--- src/rtl/uart_dram_loader_pkg.sv ---
// Shared definitions for the UART-to-DRAM image loader.
//  - default parameter values (UART bit period, image size, RAM address width)
//  - loader and RX sampler state encodings
package uart_dram_loader_pkg;

  localparam int UART_CLKS_PER_BIT = 434;   // 50 MHz / 115200 baud
  localparam int IMG_BYTES_DEFAULT = 65536;
  localparam int ADDR_W_DEFAULT    = 16;

  typedef enum logic [1:0] {
    LD_IDLE,
    LD_LOAD,
    LD_WRITE,
    LD_DONE
  } loader_state_e;

  typedef enum logic [2:0] {
    RX_IDLE,
    RX_START,
    RX_DATA,
    RX_STOP,
    RX_WAIT_HIGH
  } rx_state_e;

endpackage

--- src/rtl/uart_dram_loader_if.sv ---
// RAM write-port bundle between the loader and the data RAM.
//  dram_addr  : write address
//  dram_din   : write data byte
//  dram_write : 1-cycle write strobe, addr/din valid in the same cycle
// The loader drives the bus (master); the RAM consumes it (slave).
interface uart_dram_loader_if #(
  parameter int ADDR_W = 16
) ();

  logic [ADDR_W-1:0] dram_addr;
  logic [7:0]        dram_din;
  logic              dram_write;

  modport master (output dram_addr, output dram_din, output dram_write);
  modport slave  (input  dram_addr, input  dram_din, input  dram_write);

endinterface

--- src/rtl/uart_dram_loader_uart_rx.sv ---
// UART receiver (8N1, LSB first) with a 2-FF input synchronizer.
//  clk, rst_n     : system clock, async active-low reset
//  i_rx           : raw serial line, idle high, asynchronous to clk
//  o_byte_valid   : 1-cycle pulse, a byte with a good stop bit is in o_byte_data
//  o_byte_data    : last received byte
//  o_stop_err     : 1-cycle pulse, the stop bit was sampled low (byte discarded)
// The sampler runs continuously; after every frame it waits for the line to
// be high again before it looks for the next start edge.
module uart_rx
  import uart_dram_loader_pkg::*;
#(
  parameter int CLKS_PER_BIT = UART_CLKS_PER_BIT
) (
  input  logic       clk,
  input  logic       rst_n,
  input  logic       i_rx,
  output logic       o_byte_valid,
  output logic [7:0] o_byte_data,
  output logic       o_stop_err
);

  localparam int              CNT_W   = $clog2(CLKS_PER_BIT);
  localparam logic [CNT_W-1:0] LP_FULL = CNT_W'(CLKS_PER_BIT - 1);
  localparam logic [CNT_W-1:0] LP_HALF = CNT_W'(CLKS_PER_BIT / 2 - 1);

  logic             r_rx_meta;
  logic             r_rx_sync;
  logic             r_rx_prev;
  rx_state_e        r_state;
  logic [CNT_W-1:0] r_cnt;
  logic [2:0]       r_bit_idx;
  logic [7:0]       r_shift;
  logic             r_byte_valid;
  logic             r_stop_err;
  logic             w_fall;

  // NOTE: the synchronizer resets to 1 (line idle) so that releasing reset
  // never looks like a start-bit falling edge.
  always_ff @(posedge clk or negedge rst_n) begin
    if (!rst_n) begin
      r_rx_meta <= 1'b1;
      r_rx_sync <= 1'b1;
      r_rx_prev <= 1'b1;
    end else begin
      r_rx_meta <= i_rx;
      r_rx_sync <= r_rx_meta;
      r_rx_prev <= r_rx_sync;
    end
  end

  assign w_fall = r_rx_prev & ~r_rx_sync;

  // NOTE: all sequential state uses non-blocking assignments so every
  // register samples pre-edge values regardless of statement order.
  always_ff @(posedge clk or negedge rst_n) begin
    if (!rst_n) begin
      r_state      <= RX_IDLE;
      r_cnt        <= '0;
      r_bit_idx    <= '0;
      r_shift      <= '0;
      r_byte_valid <= 1'b0;
      r_stop_err   <= 1'b0;
    end else begin
      r_byte_valid <= 1'b0;
      r_stop_err   <= 1'b0;
      case (r_state)
        RX_IDLE: begin
          if (w_fall) begin
            r_state <= RX_START;
            r_cnt   <= '0;
          end
        end
        // Check the start bit half a bit period after the edge; a high line
        // there means a glitch, not a frame.
        RX_START: begin
          if (r_cnt == LP_HALF) begin
            r_cnt     <= '0;
            r_bit_idx <= '0;
            r_state   <= r_rx_sync ? RX_IDLE : RX_DATA;
          end else begin
            r_cnt <= r_cnt + 1'b1;
          end
        end
        RX_DATA: begin
          if (r_cnt == LP_FULL) begin
            r_cnt   <= '0;
            r_shift <= {r_rx_sync, r_shift[7:1]};   // LSB arrives first
            if (r_bit_idx == 3'd7) r_state <= RX_STOP;
            else                   r_bit_idx <= r_bit_idx + 1'b1;
          end else begin
            r_cnt <= r_cnt + 1'b1;
          end
        end
        RX_STOP: begin
          if (r_cnt == LP_FULL) begin
            r_cnt <= '0;
            if (r_rx_sync) r_byte_valid <= 1'b1;
            else           r_stop_err   <= 1'b1;
            r_state <= RX_WAIT_HIGH;
          end else begin
            r_cnt <= r_cnt + 1'b1;
          end
        end
        RX_WAIT_HIGH: begin
          if (r_rx_sync) r_state <= RX_IDLE;
        end
        default: r_state <= RX_IDLE;
      endcase
    end
  end

  assign o_byte_valid = r_byte_valid;
  assign o_byte_data  = r_shift;
  assign o_stop_err   = r_stop_err;

endmodule

--- src/rtl/uart_dram_loader.sv ---
// UART image loader: receives IMG_BYTES bytes over UART and writes them to
// sequential RAM addresses starting at 0, then raises load_done.
//  clk, rst_n  : system clock, async active-low reset
//  start       : 1-cycle pulse, arms a new load (ignored while busy)
//  rx          : UART serial input
//  dram        : RAM write port (addr / din / 1-cycle write strobe)
//  busy        : load in progress (LOAD or WRITE)
//  load_done   : level, all bytes of the current load are written
//  frame_err   : sticky, a byte with a low stop bit was seen during this load
//  byte_count  : bytes written in the current load (ADDR_W+1 bits)
module uart_dram_loader
  import uart_dram_loader_pkg::*;
#(
  parameter int CLKS_PER_BIT = UART_CLKS_PER_BIT,
  parameter int IMG_BYTES    = IMG_BYTES_DEFAULT,
  parameter int ADDR_W       = ADDR_W_DEFAULT
) (
  input  logic                 clk,
  input  logic                 rst_n,
  input  logic                 start,
  input  logic                 rx,
  uart_dram_loader_if.master   dram,
  output logic                 busy,
  output logic                 load_done,
  output logic                 frame_err,
  output logic [ADDR_W:0]      byte_count
);

  localparam logic [ADDR_W:0] LP_IMG_BYTES = (ADDR_W + 1)'(IMG_BYTES);

  logic          w_byte_valid;
  logic [7:0]    w_byte_data;
  logic          w_stop_err;
  logic [ADDR_W:0] w_count_next;

  loader_state_e   r_state;
  logic [ADDR_W-1:0] r_addr;
  logic [7:0]      r_din;
  logic            r_write;
  logic            r_busy;
  logic            r_load_done;
  logic            r_frame_err;
  logic [ADDR_W:0] r_byte_count;

  uart_rx #(
    .CLKS_PER_BIT (CLKS_PER_BIT)
  ) u_uart_rx (
    .clk          (clk),
    .rst_n        (rst_n),
    .i_rx         (rx),
    .o_byte_valid (w_byte_valid),
    .o_byte_data  (w_byte_data),
    .o_stop_err   (w_stop_err)
  );

  assign w_count_next = r_byte_count + 1'b1;

  // Bytes and stop errors arriving in IDLE/DONE fall through untouched, which
  // is how they get dropped. The address simply rolls over on the final byte
  // when IMG_BYTES == 2**ADDR_W.
  always_ff @(posedge clk or negedge rst_n) begin
    if (!rst_n) begin
      r_state      <= LD_IDLE;
      r_addr       <= '0;
      r_din        <= '0;
      r_write      <= 1'b0;
      r_busy       <= 1'b0;
      r_load_done  <= 1'b0;
      r_frame_err  <= 1'b0;
      r_byte_count <= '0;
    end else begin
      r_write <= 1'b0;
      case (r_state)
        LD_IDLE, LD_DONE: begin
          if (start) begin
            r_state      <= LD_LOAD;
            r_addr       <= '0;
            r_byte_count <= '0;
            r_frame_err  <= 1'b0;
            r_load_done  <= 1'b0;
            r_busy       <= 1'b1;
          end
        end
        LD_LOAD: begin
          if (w_stop_err) r_frame_err <= 1'b1;
          if (w_byte_valid) begin
            r_write <= 1'b1;
            r_din   <= w_byte_data;
            r_state <= LD_WRITE;
          end
        end
        // The strobe is high during this state; advance address and count
        // for the next byte.
        LD_WRITE: begin
          if (w_stop_err) r_frame_err <= 1'b1;
          r_addr       <= r_addr + 1'b1;
          r_byte_count <= w_count_next;
          if (w_count_next == LP_IMG_BYTES) begin
            r_state     <= LD_DONE;
            r_load_done <= 1'b1;
            r_busy      <= 1'b0;
          end else begin
            r_state <= LD_LOAD;
          end
        end
        default: r_state <= LD_IDLE;
      endcase
    end
  end

  assign dram.dram_addr  = r_addr;
  assign dram.dram_din   = r_din;
  assign dram.dram_write = r_write;
  assign busy            = r_busy;
  assign load_done       = r_load_done;
  assign frame_err       = r_frame_err;
  assign byte_count      = r_byte_count;

endmodule

--- src/flat_wrapper.sv ---
// flat-port wrapper written by rule: the top's interface ports become plain ports
module uart_dram_loader_flat import uart_dram_loader_pkg::*;
#(
  parameter int CLKS_PER_BIT = UART_CLKS_PER_BIT,
  parameter int IMG_BYTES    = IMG_BYTES_DEFAULT,
  parameter int ADDR_W       = ADDR_W_DEFAULT
)
  (clk, rst_n, start, rx, busy, load_done, frame_err, byte_count, dram_dram_addr, dram_dram_din, dram_dram_write);
  uart_dram_loader_if #(.ADDR_W(ADDR_W)) dram_i ();
  input  logic clk;
  input  logic rst_n;
  input  logic start;
  input  logic rx;
  output logic busy;
  output logic load_done;
  output logic frame_err;
  output logic [ADDR_W:0] byte_count;
  output wire logic [$bits(dram_i.dram_addr)-1:0] dram_dram_addr;
  output wire logic [$bits(dram_i.dram_din)-1:0] dram_dram_din;
  output wire logic [$bits(dram_i.dram_write)-1:0] dram_dram_write;
  assign dram_dram_addr = dram_i.dram_addr;
  assign dram_dram_din = dram_i.dram_din;
  assign dram_dram_write = dram_i.dram_write;
  uart_dram_loader #(.CLKS_PER_BIT(CLKS_PER_BIT), .IMG_BYTES(IMG_BYTES), .ADDR_W(ADDR_W)) u_core (.clk(clk), .rst_n(rst_n), .start(start), .rx(rx), .dram(dram_i), .busy(busy), .load_done(load_done), .frame_err(frame_err), .byte_count(byte_count));
endmodule
--- config.mk ---
export PLATFORM = sky130hd
export DESIGN_NAME = uart_dram_loader_flat
export DESIGN_NICKNAME = d
export VERILOG_FILES = /design/src/rtl/uart_dram_loader_pkg.sv /design/src/rtl/uart_dram_loader_if.sv /design/src/rtl/uart_dram_loader_uart_rx.sv /design/src/rtl/uart_dram_loader.sv /design/src/flat_wrapper.sv
export SDC_FILE = /design/constraint.sdc
export NUM_CORES = 1
export LEC_CHECK = 0
export CAP_MARGIN = 0
export CELL_PAD_IN_SITES_DETAIL_PLACEMENT = 1
export CELL_PAD_IN_SITES_GLOBAL_PLACEMENT = 1
export CORE_MARGIN = 2
export CORE_UTILIZATION = 47
export DETAILED_ROUTE_END_ITERATION = 8
export PLACE_DENSITY = 0.85
export RECOVER_POWER = 25
export SETUP_SLACK_MARGIN = 0.3
export SYNTH_ARGS = -nofsm -noshare
export SYNTH_HDL_FRONTEND = slang
export SYNTH_HIERARCHICAL = 1
export SYNTH_SLANG_ARGS = --single-unit
--- constraint.sdc ---
create_clock -name clk -period 3.45 [get_ports clk]
set_clock_uncertainty 0.2 [all_clocks]
set_input_delay 0.69 -clock clk [delete_from_list [all_inputs] [get_ports clk]]
set_output_delay 0.69 -clock clk [all_outputs]
set_load 0.05 [all_outputs]
======== Word level (Yosys, flattened, before mapping) ========
Index checks and enable logic that the tools add are counted.
word-level totals
  flip-flop bits (word level) ............. 75
  input port bits ......................... 4
  output and inout bits ................... 45
  logic and storage cells ................. 102
operators by class
  add/subtract/negate cells ............... 4
  equal/unequal tests ..................... 22
  muxes and demuxes ....................... 40
  bitwise gates (word level) .............. 2
  reduce and logical (&&, ||, !) cells .... 17
operator list
  kind                   count
  $pmux 17 s2            1
  $pmux 16 s2            1
  $mux 3                 9
  $mux 9                 3
  $pmux 9 s3             1
  $ne 2x2->1 const B     9
  $add 17x1->17 const B  1
  $eq 17x17->1 const B   1
  $mux 17                1
  $add 16x1->16 const B  1
  $mux 16                1
  $pmux 3 s5             1
  $mux 1                 13
  $reduce_and 2->1       6
  $add 9x1->9 const B    1
  $eq 9x8->1 const B     1
  $eq 9x9->1 const B     1
  $mux 2                 4
  $eq 3x2->1 const B     2
  $eq 3x3->1 const B     2
  $pmux 1 s2             3
  $pmux 2 s3             1
  $pmux 3 s2             1
  $reduce_and 6->1       1
  other kinds (14)       19

======== Longest topological paths before layout ========
Gate-level depths: netlist (run 1).
  depth after elaboration ................. 4
  depth in mapped cells ................... 9
  gate-level depth less buffers ........... 7

======== Hierarchy ========
The synthesis (run 1) kept the hierarchy.
by module, submodules not included
  module            instances  cells an instance  area an instance (um^2)  sequential area each (um^2)
  uart_dram_loader  1          283                2620.0                   1176.1
  uart_rx           1          133                1425.1                   704.4

======== Worst setup path before layout (run 1) ========
No wires, ideal clock.
  path type ............................... reg-to-reg
  start point ............................. register u_core.r_byte_count[0], in the netlist u_core/byte_count[0]
  end point ............................... register u_core.r_busy, in the netlist u_core/busy
  library setup time ...................... 126 ps
  arrival time ............................ 2281 ps
  required time ........................... 3124 ps
  setup slack ............................. 843 ps
  cell stages (with the launch flop) ...... 7
  buffers on the path ..................... 0
  period minus slack after synthesis ...... 2607 ps
  cells stage by stage .................... dfrtp_1 > ha_1 > nand4_1 > nor4_1 > mux2i_1 > nand4_1 > o32a_1
on the way
  cells in the longest elaborated chain, start to end .. 4
RTL lines
  what                        line                     RTL
  from (decl)                 uart_dram_loader.sv:43   logic [ADDR_W:0] r_byte_count;
  from (signal assigned)      uart_dram_loader.sv:97   r_byte_count <= w_count_next;
  $add 17x1->17               uart_dram_loader.sv:56   assign w_count_next = r_byte_count + 1'b1;
  $eq 17x17->1                uart_dram_loader.sv:98   if (w_count_next == LP_IMG_BYTES) begin
  $ne 2x1->1 (no line)        --
  $reduce_and 3->1 (no line)  --
  to (signal assigned)        uart_dram_loader.sv:67   r_busy <= 1'b0;
  to (signal assigned)        uart_dram_loader.sv:81   r_busy <= 1'b1;
  to (signal assigned)        uart_dram_loader.sv:101  r_busy <= 1'b0;
  to (decl)                   uart_dram_loader.sv:40   logic r_busy;
No other way between the ends.
A chain may end at the register's enable or synchronous reset.

======== Final worst setup path (run 1) ========
  start point ............................. register u_core.r_byte_count[5], in the netlist u_core/byte_count[5]
  end point ............................... output byte_count[5]
RTL lines
  what       line                RTL
  to (decl)  flat_wrapper.sv:17  output logic [ADDR_W:0] byte_count;
No word-level cell between the ends.

==> metrics.md, run 1 <==
| Metric | Value |
|---|---|
| RSZ-0062 raised after global routing | `false` |
| DPL Wire Length | `about 7200 um` |
| Row Count | `33` |
| Yosys cell types | `67` |
| CP Capture Type | `output pin` |
| Max transition margin | `-0.2342` |
| Tot GR Track Use | `0.2262` |
| Core Region | `a little over 0.008 mm^2` |
| Max Freq | `approximately 370 MHz` |
| WP data required | `2.56 ns` |
| Yosys warns | `6` |
| Drt drc | `0` |
| Most frequent cells in the layout | `dfrtp_1 (72), clkdlybuf4s50_1 (46), nand2_1 (41)` |
| Final antenna-violating net count | `0` |
| Total negative slack | `0 ns` |
| Final Slew Violations | `76` |
| First-pass GRT wire length | `17340 um` |
| Post-Synthesis Cells | `about 420` |
| GRT Residual Overflow | `0` |
| P&R area growth vs syn | `17.14%` |
| Die height | `96.77 um` |
| Post-synth top area cell | `dfrtp_1` |
| Maximum vdd drop | `just over 0.3 mV` |
| Root buf cell | `clkbuf_8` |
| Design Power | `2378 uW` |
| Hold-fix buffers, CTS | `0` |
| Drt wl/cell | `17.93 um` |
| Input/output buffers | `48` |
| Buffers & Inverters on Critical Path | `1` |
| Initial antenna violation count | `0` |
| Hold Path Class | `reg2reg` |
| Leakage | `0.001953 uW` |
| CP max stage cell | `clkdlybuf4s50_1` |
| DIE WIDTH | `96.77 um` |
| Fin util | `0.5709` |
| Crit-path cells | `clkdlybuf4s50_1` |
| CP arrival | `1.83 ns` |
| Final net count | `470` |
| Worst setup SP type | `flip-flop` |
| Failing checks | `capacitance limit, slew limit` |
| Status | `complete, but fails checks` |
| Dpl cell area | `0.004546 mm^2` |
| Final instance area | `around 0.0047 mm^2` |
| CP Class | `reg2out` |
| Synth top area share | `0.4454` |
| Syn nets | `around 430` |
| Clock sink count | `75` |
| Post-synthesis sequential area ratio | `0.4649` |
| Crit path time final | `2.717 ns` |
| Via/cell ratio | `5.824` |
| Pre-antenna DRT Iters | `4` |
| DRT iter0 DRCs | `94` |
| Commonest non-fill, non-tap cell in the layout | `dfrtp_1` |
| Share of flip-flops with an asynchronous set or reset | `1.000` |
| Total Die Area | `0.009364 mm^2` |
| ANT cells | `0` |
| Worst Tran Pin Value | `1.851 ns` |
| Power Density | `501.8 mW/mm^2` |
| Top area cells in the synthesized netlist | `dfrtp_1 (45%), o21ai_0 (4.9%), mux2_2 (4.7%), nand2_1 (3.8%), nor2_1 (3.1%)` |
| IO Pins | `49` |
| Post-synthesis cell area | `0.004045 mm^2` |
| Number of synthesized flops with an enable pin | `0` |
| Post-CTS setup repair buffer count | `0` |
| Predominant post-synthesis flop cell | `dfrtp_1` |
| Worst-path clk slew | `0.09 ns` |
| Crit share post-route | `0.7874` |
| Number of global-route vias before repair | `3421` |
| Flops & latches, synth | `75` |
| CP max FO | `13` |
| Final wirelength | `~10000 um` |
| Final setup viols | `0` |
| CTS H-Tree Depth | `3` |
| Max-Cap Viols | `1` |
| Syn_area_per_cell | `9.724 um^2` |
| Max Root-Sink Buffers | `2` |
| Via count | `3302` |
| Crit-path max cell delay | `between 0.8 and 0.9 ns` |
| Final hold vios | `0` |
| Resized cells post-CTS | `0` |
| Top cell family by delay on the critical path | `buffers and inverters` |
| Gpl congestion | `roughly 0.84` |
| Pin count of the biggest net entering global routing | `76` |
| Layout cells sized above 1 | `0.1190` |
| Clk_lat worst skew | `between 0.3 and 0.4 ns` |
| Initial cell density of the core | `0.4874` |
| Cts bufs inserted | `9` |
| CTS tree | `built` |
## cell type report
class / count / area, um^2
clock inverters: 7 / 71.32
clock buffers: 9 / 123.9
flip-flops and latches: 75 / 1881
fillers: 940 / 3561
inverters: 24 / 90.09
well taps: 105 / 131.4
repair buffers: 52 / 505.5
multi-input cells: 295 / 1936
## through the flow
step / std cells / hold slack [ns] / setup WS [ns]
after global routing: 567 / 0.1737 / 0.6479
final: 567 / 0.1679 / 0.7333
after floorplan: 416 / 0.1452 / 0.8430
after CTS: 567 / 0.1629 / 0.7287
after global placement: 551 / 0.1465 / 0.7102
after detailed placement: 551 / 0.1487 / 0.6778
## layer usage
layer	vias to the layer above	global-route usage	wire length (um)
met4	0	0.06176	144
met1	1667	0.2888	4454
met3	11	0.04552	311
met5	-	0	0
met2	63	0.3921	5255
li1	1561	-	-
## cells in the mapped netlist, types with 3 or more instances
library cell / number
a21oi_1: 9
a22o_1: 4
buf_2: 5
clkbuf_1: 9
clkbuf_8: 3
dfrtp_1: 72
dfstp_2: 3
ha_1: 9
inv_1: 24
mux2_2: 17
mux2i_1: 3
nand2_1: 41
nand2b_1: 6
nand3_1: 18
nand4_1: 9
nor2_1: 33
nor2b_1: 3
nor3_1: 13
nor3b_1: 4
nor4_1: 4
o211ai_1: 4
o21ai_0: 40
o22ai_1: 6
o31ai_1: 5
or3_1: 4
xnor2_1: 12
xor2_1: 4
## where the power goes
group | internal [uW] | switching [uW] | total (uW) | leakage (uW)
Combinational | 214 | 393 | 607 | 0.000857
Sequential | 960 | 154 | 1110 | 0.00100
Clock | 280 | 377 | 657 | 0.0000926
## registers in the layout (all words and copies together) (netlist names)
signal	count
u_core/busy	1
u_core/byte_count	17
u_core/dram.dram_addr	16
u_core/dram.dram_din	8
u_core/dram.dram_write	1
u_core/frame_err	1
u_core/load_done	1
u_core/r_state	2
u_core/u_uart_rx/o_byte_data	8
u_core/u_uart_rx/o_byte_valid	1
u_core/u_uart_rx/o_stop_err	1
u_core/u_uart_rx/r_bit_idx	3
u_core/u_uart_rx/r_cnt	9
u_core/u_uart_rx/r_rx_meta	1
u_core/u_uart_rx/r_rx_prev	1
u_core/u_uart_rx/r_rx_sync	1
u_core/u_uart_rx/r_state	3
## worst paths after layout
kind / start / to / slack [ns] / depth (start not counted)
max in group asynchronous: rst_n / u_core/u_uart_rx/r_cnt[7] / 1.33 / 1
hold / removal: u_core/u_uart_rx/r_rx_meta / u_core/u_uart_rx/r_rx_sync / 0.17 / 0
min in group asynchronous: rst_n / u_core/byte_count[9] / 0.61 / 1
setup / recovery: u_core/byte_count[5] / byte_count[5] / 0.73 / 1
hold reg to reg: u_core/u_uart_rx/r_rx_meta / u_core/u_uart_rx/r_rx_sync / 0.17 / 0
setup reg to reg: u_core/byte_count[0] / u_core/busy / 0.86 / 7
## cell families after synthesis
group | after synthesis | synth area share
AOI/OAI and AO/OA | 89 | 0.1472
xor gates and xnor gates | 16 | 0.03464
adders and majority gates | 9 | 0.02784
buffers and inverters | 46 | 0.05660
DFF | 75 | 0.4649
muxes | 20 | 0.05475
and+or+nand+nor | 161 | 0.2140
Note: power is estimated with default switching activity, not from simulation.
==> inputs of run 2 (changes only) <==
- CORE_UTILIZATION: 47 -> 43
- PLACE_DENSITY: 0.85 -> 0.78
- clock period: 3.45 -> 2.8 ns (I/O delays scaled with it)
==> run 2 against run 1 <==
Effect of this change: the run now ends clean; routed wire length is 2.7% higher; die area up 8.9%; power grew 23%.
==> metrics.md, run 2 (synthesis gave the netlist of run 1 again) <==
| Metric | Value |
|---|---|
| Cts bufs inserted | `9` |
| Crit-path cells | `clkdlybuf4s50_1` |
| Worst Setup SP | `u_core/byte_count[9]` |
| Clock sink count | `75` |
| CP max stage cell | `clkdlybuf4s50_1` |
| Leakage | `0.002125 uW` |
| Instance count on the critical path | `1` |
| Reg2Reg Depth | `5` |
| Worst-path clk slew | `0.08 ns` |
| P&R area growth vs syn | `20.29%` |
| Final Slew Violations | `0` |
| Max-Cap Viols | `0` |
| Met2 Usage GRT | `0.3697` |
| Most Crowded Layer GR | `met2` |
| Worst Tran Pin Value | `between 0.7 and 0.8 ns` |
| Max transition margin | `0.4799` |
| Initial cell density of the core | `0.4399` |
| CTS H-Tree Depth | `3` |
| Maximum vdd drop | `between 0.2 and 0.3 mV` |
| Tot GR Track Use | `0.2167` |
| Final net count | `482` |
| Final antenna-violating net count | `0` |
| Core Region | `0.009196 mm^2` |
| DRT iter0 DRCs | `79` |
| Met1 usage in global routing | `0.2761` |
| CP Capture Type | `output pin` |
| Number of global-route vias before repair | `roughly 3400` |
| Crit path time final | `2.447 ns` |
| Row Count | `35` |
| Final hold vios | `0` |
| Die height | `101.0 um` |
| Met3 Track Usage GR | `0.04577` |
| Crit-path max cell delay | `around 0.85 ns` |
| Pin count of the biggest net entering global routing | `32` |
| Most frequent cells in the layout | `dfrtp_1 (69), nand2_1 (41), o21ai_0 (40)` |
| Hold Path Class | `reg2reg` |
| Register Area | `0.001884 mm^2` |
| Final setup viols | `0` |
| Root buf cell | `clkbuf_8` |
| CP Class | `reg2out` |
| Fillers | `1051` |
| GRT Residual Overflow | `0` |
| Total negative slack | `0 ns` |
| DIE WIDTH | `101.0 um` |
| Top cell family by delay on the critical path | `buffers and inverters` |
| WP data required | `between 2 and 2.5 ns` |
| Clk_lat worst skew | `about 0.35 ns` |
| RR Startpoint | `u_core/byte_count[3]` |
| CP max FO | `8` |
| CTS tree | `built` |
| Buffers & Inverters on Critical Path | `1` |
| IO Pins | `49` |
| Drt wl/cell | `17.85 um` |
| ANT cells | `0` |
| Hold Path Origin | `u_core/u_uart_rx/r_rx_meta` |
| Drt drc | `0` |
| Via/cell ratio | `around 5.6` |
| Gpl congestion | `approximately 0.8` |
| CP arrival | `between 1.5 and 2 ns` |
| Reg2reg setup slack | `0.41 ns` |
| Via count | `3305` |
| Layout cells sized above 1 | `0.1519` |
| Critical Path Sink | `byte_count[9]` |
| Crit share post-route | `0.8739` |
| First-pass GRT wire length | `~17000 um` |
| Final wirelength | `between 10000 and 15000 um` |
| RSZ-0062 raised after global routing | `true` |
| Total Die Area | `0.01020 mm^2` |
| Pre-antenna DRT Iters | `4` |
| Status | `complete, no violations` |
| Max Freq | `408.7 MHz` |
| Power Density | `602.0 mW/mm^2` |
| Max reg flops | `17` |
| Input/output buffers | `48` |
| Multi-input logic area | `0.001978 mm^2` |
| Design Power | `2929 uW` |
| Fin util | `0.5291` |
| Initial antenna violation count | `0` |
| DPL Wire Length | `7367 um` |
| Worst setup SP type | `flip-flop` |
| Commonest non-fill, non-tap cell in the layout | `dfrtp_1` |
| Max Root-Sink Buffers | `2` |
| Critical R2R Capture | `u_core/busy` |
-- run 2: cell types whose count changed in the layout (fill, tap and decap cells not counted), sizes merged --
cell           delta
clkdlybuf4s50    -12
clkbuf            +3
dlygate4sd2       +8
inv               -2
dlygate4sd3       +1
dlymetal6s2s      +4
buf              +10
-- run 2: final cells by class --
type / instances / area share
Clock buffer: 11 / 0.02906
Clock inverter: 5 / 0.007714
Inverter: 24 / 0.01851
Multi-Input combinational cell: 295 / 0.4065
Sequential cell: 75 / 0.3872
Tap cell: 111 / 0.02854
Timing Repair Buffer: 64 / 0.1224
-- run 2: how the worst min path moves through the flow --
stage | depth (start not counted) | slack (ns) | end
global route | 0 | 0.17 | u_core/u_uart_rx/r_rx_sync
detailed placement | 0 | 0.15 | u_core/u_uart_rx/r_rx_sync
floorplan | 0 | 0.06 | u_core/busy
finish | 0 | 0.16 | u_core/u_uart_rx/r_rx_sync
CTS | 0 | 0.16 | u_core/u_uart_rx/r_rx_sync
global placement | 0 | 0.15 | u_core/u_uart_rx/r_rx_sync
-- run 2: power by group --
part,internal [uW],total (uW),leakage (uW),switching [uW]
combinational,293,791,0.00104,498
sequential,1190,1370,0.000999,179
clock,349,773,0.0000859,423
total,1830,2930,0.00213,1100
-- run 2: what timing repair did --
action / CTS / global route
pin swaps: 1 / 2
endpoints found under the hold margin: 27 / 0
setup endpoints to repair: 9 / 22
hold buffers: 1 / 0
setup buffers: 2 / 4
resized for setup: 9 / 12
-- run 2: routing by layer --
layer,wire (um),up-vias,share of wire
met5,0,-,0
met4,147,0,0.014
met1,4651,1662,0.45
li1,-,1581,-
met2,5351,49,0.51
met3,292,13,0.028
-- run 2: metrics by stage --
step / cells / hold WS, ns / instance area [um^2] / setup WS, ns
floorplan: 416 / 0.06441 / 4048 / 0.3203
global placement: 562 / 0.1461 / 4593 / 0.2426
detailed placement: 562 / 0.1475 / 4593 / 0.1213
CTS: 581 / 0.1596 / 4790 / 0.3090
global route: 585 / 0.1727 / 4866 / 0.2747
finish: 585 / 0.1634 / 4866 / 0.3531
